**src/rtl/board_loader.sv**
```systemverilog
// board_loader
//   Copies one board image from the board ROM into object memory, or clears
//   object memory to FILL. It takes the object-memory write port from the game
//   arbiter through a req/grant handshake and reports busy/done/error to the
//   game FSM.
//
// Ports
//   clk, reset        clock; synchronous active-high reset
//   start             one-cycle command pulse (mode/board_sel sampled with it)
//   mode              0 = LOAD board image, 1 = CLEAR to FILL
//   board_sel         board index for LOAD
//   req / grant       object-memory port request / arbiter grant
//   rom_addr/rom_data board ROM read port (data valid ROM_LATENCY cycles later)
//   om_addr/om_data/om_wren  object-memory write port
//   busy              high from accepted start through the last write
//   done              one-cycle pulse the cycle after the last write
//   error             one-cycle pulse on a LOAD with an out-of-range board
module board_loader #(
    parameter int unsigned      CELLS        = 104,
    parameter int unsigned      NUM_BOARDS   = 8,
    parameter int unsigned      BOARD_STRIDE = 128,
    parameter int unsigned      ROM_AW       = 10,
    parameter int unsigned      OM_AW        = 7,
    parameter int unsigned      DATA_W       = 11,
    parameter int unsigned      ROM_LATENCY  = 1,
    parameter logic [DATA_W-1:0] FILL        = '0
) (
    input  logic              clk,
    input  logic              reset,
    input  logic              start,
    input  logic              mode,
    input  logic [2:0]        board_sel,
    output logic              req,
    input  logic              grant,
    output logic [ROM_AW-1:0] rom_addr,
    input  logic [7:0]        rom_data,
    output logic [OM_AW-1:0]  om_addr,
    output logic [DATA_W-1:0] om_data,
    output logic              om_wren,
    output logic              busy,
    output logic              done,
    output logic              error
);

    typedef enum logic [1:0] {IDLE, REQUEST, COPY, FLUSH} state_t;

    localparam logic [OM_AW-1:0] LAST = OM_AW'(CELLS - 1);

    state_t                 state, state_n;
    logic                   mode_q;
    logic [ROM_AW-1:0]      base_q;
    logic [OM_AW-1:0]       rd_cnt;
    logic [OM_AW-1:0]       wr_cnt;
    logic [ROM_LATENCY-1:0] vld;

    logic accept, reject, issue, wr_now, last_wr, sel_bad;
    logic [DATA_W-1:0] decoded;

    assign sel_bad = {29'd0, board_sel} >= NUM_BOARDS;

    // Bit 7 set: literal 7-bit value; clear: 3-bit tag placed at bits 10:8.
    assign decoded = rom_data[7] ? DATA_W'(rom_data[6:0])
                                 : DATA_W'({rom_data[2:0], 8'h00});

    always_ff @(posedge clk) begin
        if (reset) state <= IDLE;
        else       state <= state_n;
    end

    always_comb begin
        state_n = state;
        accept  = 1'b0;
        reject  = 1'b0;
        issue   = 1'b0;
        // CLEAR writes straight from COPY; LOAD writes when a tagged read emerges.
        wr_now  = mode_q ? (state == COPY) : vld[ROM_LATENCY-1];
        last_wr = wr_now && (wr_cnt == LAST);
        case (state)
            IDLE: begin
                if (start) begin
                    if (!mode && sel_bad) begin
                        reject = 1'b1;
                    end else begin
                        accept  = 1'b1;
                        state_n = REQUEST;
                    end
                end
            end
            REQUEST: begin
                if (grant) state_n = COPY;
            end
            COPY: begin
                if (mode_q) begin
                    if (last_wr) state_n = IDLE;
                end else begin
                    issue = 1'b1;
                    if (rd_cnt == LAST) state_n = FLUSH;
                end
            end
            FLUSH: begin
                if (last_wr) state_n = IDLE;
            end
            default: state_n = IDLE;
        endcase
    end

    always_ff @(posedge clk) begin
        if (reset) begin
            mode_q   <= 1'b0;
            base_q   <= '0;
            rd_cnt   <= '0;
            wr_cnt   <= '0;
            vld      <= '0;
            rom_addr <= '0;
            req      <= 1'b0;
            busy     <= 1'b0;
            done     <= 1'b0;
            error    <= 1'b0;
        end else begin
            done  <= 1'b0;
            error <= reject;
            vld   <= (vld << 1) | ROM_LATENCY'(issue);
            if (accept) begin
                mode_q <= mode;
                base_q <= ROM_AW'(board_sel) * ROM_AW'(BOARD_STRIDE);
                busy   <= 1'b1;
                req    <= 1'b1;
            end
            if (state == REQUEST && grant) begin
                req    <= 1'b0;
                rd_cnt <= '0;
                wr_cnt <= '0;
                if (!mode_q) rom_addr <= base_q;
            end
            // rom_addr stays on the last board entry once all reads are issued.
            if (issue && rd_cnt != LAST) begin
                rd_cnt   <= rd_cnt + 1'b1;
                rom_addr <= rom_addr + 1'b1;
            end
            if (wr_now) wr_cnt <= last_wr ? '0 : wr_cnt + 1'b1;
            if (last_wr) begin
                busy <= 1'b0;
                done <= 1'b1;
            end
        end
    end

    assign om_wren = wr_now;
    assign om_addr = wr_cnt;
    assign om_data = !wr_now ? '0 : (mode_q ? FILL : decoded);

endmodule

```
**config.mk**
```make
export PLATFORM = sky130hd
export DESIGN_NAME = board_loader
export DESIGN_NICKNAME = d
export VERILOG_FILES = /design/src/rtl/board_loader.sv
export SDC_FILE = /design/constraint.sdc
export NUM_CORES = 1
export LEC_CHECK = 0
export BUFFER_PORTS_ARGS = -buffer_cell sky130_fd_sc_hd__buf_4
export CAP_MARGIN = 10
export CORE_MARGIN = 8
export CORE_UTILIZATION = 55
export CTS_BUF_LIST = sky130_fd_sc_hd__clkbuf_8
export DETAILED_ROUTE_END_ITERATION = 7
export GPL_TIMING_DRIVEN = 0
export PLACE_DENSITY = 0.88
export SLEW_MARGIN = 20
export SYNTH_ARGS = -nofsm -noshare
export SYNTH_HDL_FRONTEND = slang
export SYNTH_SLANG_ARGS = --single-unit
export TNS_END_PERCENT = 100
```
**constraint.sdc**
```tcl
create_clock -name clk -period 2.1 [get_ports clk]
set_clock_uncertainty 0.2 [all_clocks]
set_input_delay 0.21 -clock clk [delete_from_list [all_inputs] [get_ports clk]]
set_output_delay 0.21 -clock clk [all_outputs]
set_load 0.01 [all_outputs]
```
==> results.md, run 1 <==
* Run status: finished, final reports clean
* Number of clock buffers inserted by TritonCTS at 5
* Total wire length at roughly 5000 um
* Arrival time of data at the critical path endpoint at approximately 1900 ps
* Placed insts at 312
* Number of nets still failing antenna checks after routing at 0
* Cell internal pwr at 990.2 uW
* Number of vias per cell after detailed routing at 5.830
* Core Box Area at ~3300 um2
* Total cell area at the placement stage at about 2300 um2
* Max-slew violation total from the final report at 0
* Buffers plus inverters on the worst setup path at 2
* Number of core rows at 21
* Total number of vias at between 1500 and 2000
* Worst slew margin relative to its limit at 0.6070
* Worst Setup Start Kind: flip-flop
* Total track usage at 0.1880
* Cell variety after synth at between 50 and 60
* Post-synthesis cell count at 219
* Number of enable-type register cells in the synthesized netlist at 0
* IR drop worst, VDD at approximately 0.00048 V
* Max stage delay on crit path at 370 ps
* Clock-pin slew on the worst setup and hold paths at 70 ps
* # nets final at 296
* First-pass GRT wire length at between 8000 and 9000 um
* Class of the tightest hold or removal check: in -> reg
* Maximum clock frequency at between 500 and 600 MHz
* Finished Layout Cells at ~320
* Initial DRC Count at approximately 110
* Predominant post-synthesis flop cell: dfxtp_1
* Width of the chip at between 70 and 80 um
* Top-level I/O count at between 40 and 50
* Combinational share of power at 0.157
* Gate family responsible for the most delay along the worst path: compound AO/OA/AOI/OAI gates
* Sequential cell fraction of total power at 0.496
* Number of optimization iterations in the first detailed-route pass at 4
* Register bit count reported by yosys at 34
* Pleak at 0.001033 uW
* Number of diodes added for antenna fixing at 0
* Met2 Wirelength at 2373 um
* CP Max Fanout at 10
* Maximum number of pins on one net before global-route repair at 11
* Root buf cell: clkbuf_8
* CTS tree: built
* Slew @ Worst Pin at ~600 ps
* Switching share of total power at 0.2764
* Final worst path period share at 0.9392
* Worst Setup Path Type: reg -> reg
* Met3 WL post-DR at approximately 330 um
* Util after Layout at 0.7297
* Final setup vio count at 0
* Final weighted congestion in routability-driven placement at 0.8595
* Cell type of the slowest stage on the worst timing path: dfxtp_1
* Post CTS Setup Buffer Count at 0
* DIE HEIGHT at 74.84 um
* Clock latency reported for the late side of the worst-skew pair at 300 ps
* Met1 wire length at roughly 2300 um
* Final critical path time including I/O delays and setup at slightly below 2000 ps
* HPWL after detailed placement at around 3600 um
* Mean routed wirelength per cell at 15.60 um
* Layout cell share with drive strength beyond 1 at 0.2671
* Required time of the critical path at just over 2000 ps
* Synthesized area per cell at 8.696 um2
* Vias in the first global route at approximately 1700
* Sequential area share after synthesis at 0.3574
* Number of port buffers at 46
* Total congestion overflow after global routing at 0
* Area of all placed cells without fillers at approximately 2400 um2
* # DRC at 0
* Die Outline Area at about 5600 um2
* Power density of the placed cells at between 500 and 600 nW/um2
* Share of flip-flops with an asynchronous set or reset at 0
* Final sum of negative setup slack at 0 ps
* Number of clock sinks seen by CTS at 34
* Highest Signal Layer: met4
* Max H-tree Level at 2
* Count of maximum capacitance violations at 0
* Buffer depth of the longest clock path at 2
* Initial Utilization at 0.5707
* Final hold vios at 0
* Nature of the critical path endpoint: flip-flop
* Synthesized area at ~1900 um2
* Share of total power in the clock network at 0.346
* Antenna violations before repair at 0
* Count of filler cells inserted in the layout at roughly 260
* Synthesis-to-layout area growth at 27.86%
* Net Switching at about 380 uW
* Cell Chain, Critical Path: ha_1, nand2_1, o21a_1, buf_6, buf_12, o21ai_0, o32ai_1
* Synthesis warning total at 0
-- routing by layer --
metal	track usage	up-vias
li1	-	923
met1	0.2319	897
met5	0	-
met4	0.06522	0
met3	0.06525	8
met2	0.2946	55
-- cell usage after synthesis (all sizes together) (2+ instances only) --
library cell / instances / area share
dfxtp: 34 / 0.36
nand2: 17 / 0.035
a21oi: 16 / 0.044
nor2: 14 / 0.028
mux2i: 13 / 0.068
and3: 12 / 0.039
nand3: 12 / 0.032
buf: 10 / 0.046
o21ai: 10 / 0.028
clkbuf: 5 / 0.0099
inv: 5 / 0.0099
nand2b: 5 / 0.016
nor3: 5 / 0.013
or3: 5 / 0.016
a311oi: 4 / 0.018
and2: 4 / 0.013
a211oi: 3 / 0.012
ha: 3 / 0.020
nand3b: 3 / 0.012
nand4: 3 / 0.0099
nor3b: 3 / 0.020
o211a: 3 / 0.016
o211ai: 3 / 0.012
o21a: 3 / 0.012
a22oi: 2 / 0.0079
a41oi: 2 / 0.0092
nor2b: 2 / 0.0079
o2111ai: 2 / 0.0092
-- cell usage in the layout (no fill, tap or decap), types with 3 or more instances in the layout --
master,instances
buf_4,48
dfxtp_1,34
nand2_1,16
a21oi_1,15
nor2_1,13
mux2i_1,13
and3_1,12
nand3_1,12
o21ai_0,9
inv_1,5
nand2b_1,5
clkbuf_1,5
nor3_1,5
or3_1,5
clkbuf_8,5
and2_1,4
a311oi_1,4
dlygate4sd3_1,4
buf_6,3
nand3b_1,3
o21a_1,3
nand4_1,3
o211ai_1,3
o211a_1,3
a211oi_1,3
ha_1,3
-- power groups by stage --
stage | combinational, uW | sequential (uW) | clock, uW
floorplan | 131 | 695 | 0
global placement | 203 | 693 | 0
detailed placement | 206 | 694 | 0
CTS | 213 | 680 | 467
global route | 233 | 682 | 506
finish | 215 | 679 | 474
-- metrics by stage --
stage                     hold slack [ps]  setup WS [ps]  power, uW
after CTS                           20.64          88.70       1359
after global routing                21.77         -8.719       1421
after floorplan                     157.1          377.7      825.5
final                               16.47          127.7       1369
after global placement              244.0          195.6      896.0
after detailed placement            255.6          170.9      900.0
-- layout make-up --
class,count,area (um2),area share
sequential,34,680.7,0.2795
multi-input combinational,166,1105,0.4538
timing repair buffer,50,385.4,0.1583
inverter,5,18.77,0.007708
tap,46,57.56,0.02364
buffer,15,108.9,0.04471
clock inverter,2,10.01,0.004111
clock buffer,5,68.82,0.02826
-- worst register-to-register path, cell delays in order, from the launching register on --
cell and delay, ps:
dfxtp_1 370, ha_1 240, nand2_1 150, o21a_1 220, buf_6 150, buf_12 140
o21ai_0 260, o32ai_1 120
-- flip-flops by register name, summed over array words and instances, names as in the netlist, 2 cells and up --
| register | flops |
|---|---|
| om_addr | 7 |
| rd_cnt | 7 |
| base_q | 3 |
| rom_addr | 10 |
| state | 2 |
-- kinds of logic (layout without fill, tap and decap cells) --
family,count (synthesis),after routing,synth area share
buffers and inverters,20,77,0.06570
other,1,2,0.001969
and+or+nand+nor,93,93,0.2891
AOI/OAI and AO/OA,55,55,0.1978
muxes,13,13,0.06833
adders and majority gates,3,3,0.01971
DFF,34,34,0.3574
-- worst paths after layout --
path | start | end | slack [ps] | depth (start not counted)
worst min-delay path | reset | rom_addr[5] | 20 | 3
worst max register to register | rd_cnt[0] | rom_addr[9] | 130 | 7
worst min register to register | rd_cnt[1] | rd_cnt[1] | 300 | 2
worst max-delay path | rd_cnt[0] | rom_addr[9] | 130 | 7
-- what timing repair did --
item / 4_1_cts / 5_1_grt
gates resized for setup: 0 / 2
hold endpoints to repair: 4 / 0
endpoints found under the setup margin: 0 / 2
hold buffers: 4 / 0
No activity file was read; power rests on OpenSTA's default activity.
==> inputs of run 2 (changes only) <==
Settings changed: RECOVER_POWER set to 100.
==> results.md, run 2 (same netlist as run 1, synthesis figures left out) <==
* Synthesis-to-layout area growth at 23.78%
* Required time of the critical path at 2070 ps
* Number of cells on the worst hold path at 3
* Power density of the placed cells at approximately 570 nW/um2
* Buffer depth of the longest clock path at 2
* Number of optimization iterations in the first detailed-route pass at 4
* Maximum number of pins on one net before global-route repair at 11
* Root buf cell: clkbuf_8
* Die Outline Area at approximately 5600 um2
* Max H-tree Level at 2
* Mean routed wirelength per cell at between 15 and 20 um
* Core Box Area at about 3300 um2
* Width of the chip at roughly 75 um
* Total congestion overflow after global routing at 0
* Antenna violations before repair at 0
* Max-slew violation total from the final report at 0
* Final hold slack at 17.30 ps
* Number of port buffers at 46
* IR drop worst, VDD at about 0.00048 V
* Final critical path time including I/O delays and setup at between 1500 and 2000 ps
* Reg2Reg Capture Point: rom_addr[9]
* Number of diodes added for antenna fixing at 0
* Arrival time of data at the critical path endpoint at approximately 1900 ps
* Initial Utilization at 0.5707
* Clock latency reported for the late side of the worst-skew pair at around 290 ps
* Number of clock sinks seen by CTS at 34
* Number of core rows at 21
* Util after Layout at 0.7064
* DIE HEIGHT at roughly 75 um
* Worst Setup Path Type: reg -> reg
* Number of clock buffers inserted by TritonCTS at 5
* HPWL after detailed placement at roughly 3600 um
* Pleak at 0.0009445 uW
* # nets final at about 300
* Top-level I/O count at 49
* Terminating pin of the worst hold path: rom_addr[5]
* Top library cells by usage in the layout, fill and taps aside: dfxtp_1 (34), buf_4 (28), clkbuf_1 (27)
* Post CTS Setup Buffer Count at 0
* Class of the tightest hold or removal check: in -> reg
* First-pass GRT wire length at 8231 um
* Register with the most flip-flops: rom_addr
* Final worst path period share at 0.9405
* Total number of vias at between 1500 and 2000
* Final hold vios at 0
* Run status: finished, final reports clean
* CP Max Fanout at 10
* Hold path start: reset
* Clock-pin slew on the worst setup and hold paths at around 70 ps
* # DRC at 0
* Initial DRC Count at 95
* Max FFs per register at 10
* Number of nets still failing antenna checks after routing at 0
* Final sum of negative setup slack at 0 ps
* Final setup vio count at 0
* Number of vias per cell after detailed routing at roughly 5.8
* RR Startpoint: rd_cnt[0]
* Worst slack at placement at 170.9 ps
* Final weighted congestion in routability-driven placement at about 0.86
* Total track usage at 0.1880
* Nature of the critical path endpoint: flip-flop
* Worst Setup Start Kind: flip-flop
* Count of maximum capacitance violations at 0
* Worst Reg2Reg Path Length in Cells at 7
* Internal reg-to-reg setup slack at 120 ps
* Vias in the first global route at 1740
* Worst slew margin relative to its limit at 0.6058
* Layout cell share with drive strength beyond 1 at 0.1877
* Slew @ Worst Pin at roughly 600 ps
* CTS tree: built
* Total wire length at approximately 5000 um
* Maximum clock frequency at slightly above 500 MHz
* Worst path setup slack after routing at about 120 ps
* Most common cell after layout, fill and taps aside: dfxtp_1
-- run 2: changes by cell type in the layout (fill, tap and decap cells not counted), sizes merged --
cell and change:
clkbuf +22, buf -22
-- run 2: stage by stage --
step                      power [uW]  area, um2  instances
after CTS                       1359       2430        323
after floorplan                825.5       1908        220
after detailed placement       900.0       2311        312
after global placement         896.0       2311        312
final                           1354       2357        323
after global routing            1413       2357        323
-- run 2: worst max path at each step --
stage	from	cells after the start	slack (ps)	to
finish	rd_cnt[0]	7	120	rom_addr[9]
global route	rd_cnt[0]	6	-9	rd_cnt[3]
CTS	mode_q	5	90	om_wren
detailed placement	rd_cnt[0]	7	170	rom_addr[9]
global placement	rd_cnt[0]	7	200	rom_addr[9]
floorplan	rd_cnt[0]	7	380	rom_addr[9]
-- run 2: cell type report --
type                    instances  area [um2]
flip-flops and latches         34       680.7
well taps                      46       57.56
plain buffers                  15       107.6
clock inverters                 2       10.01
multi-input cells             166        1104
inverters                       5       18.77
clock buffers                   5       68.82
repair buffers                 50       310.3
fillers                       280       979.7
-- run 2: per-layer routing --
layer  routed length (um)  up-vias  track usage
met3                  396        6      0.06525
li1                     -      926            -
met2                 2348       66       0.2946
met5                    0        -            0
met1                 2210      877       0.2319
met4                   56        0      0.06522
-- run 2: power breakdown --
part	switching, uW	total, uW	internal (uW)
clock network	245	467	222
registers	14.6	679	665
logic	112	208	96.2
total	371	1350	983
-- run 2: worst max-delay path, cell delays in order, from the launching register on --
cell and delay [ps]:
dfxtp_1 370, ha_1 240, nand2_1 150, o21a_1 220, buf_6 150, buf_12 140, o21ai_0 260, o32ai_1 120
-- run 2: timing repair --
item | 4_1_cts | 5_1_grt
resized for setup | 0 | 2
setup endpoints to repair | 0 | 2
hold buffers | 4 | 0
hold endpoints to repair | 4 | 0
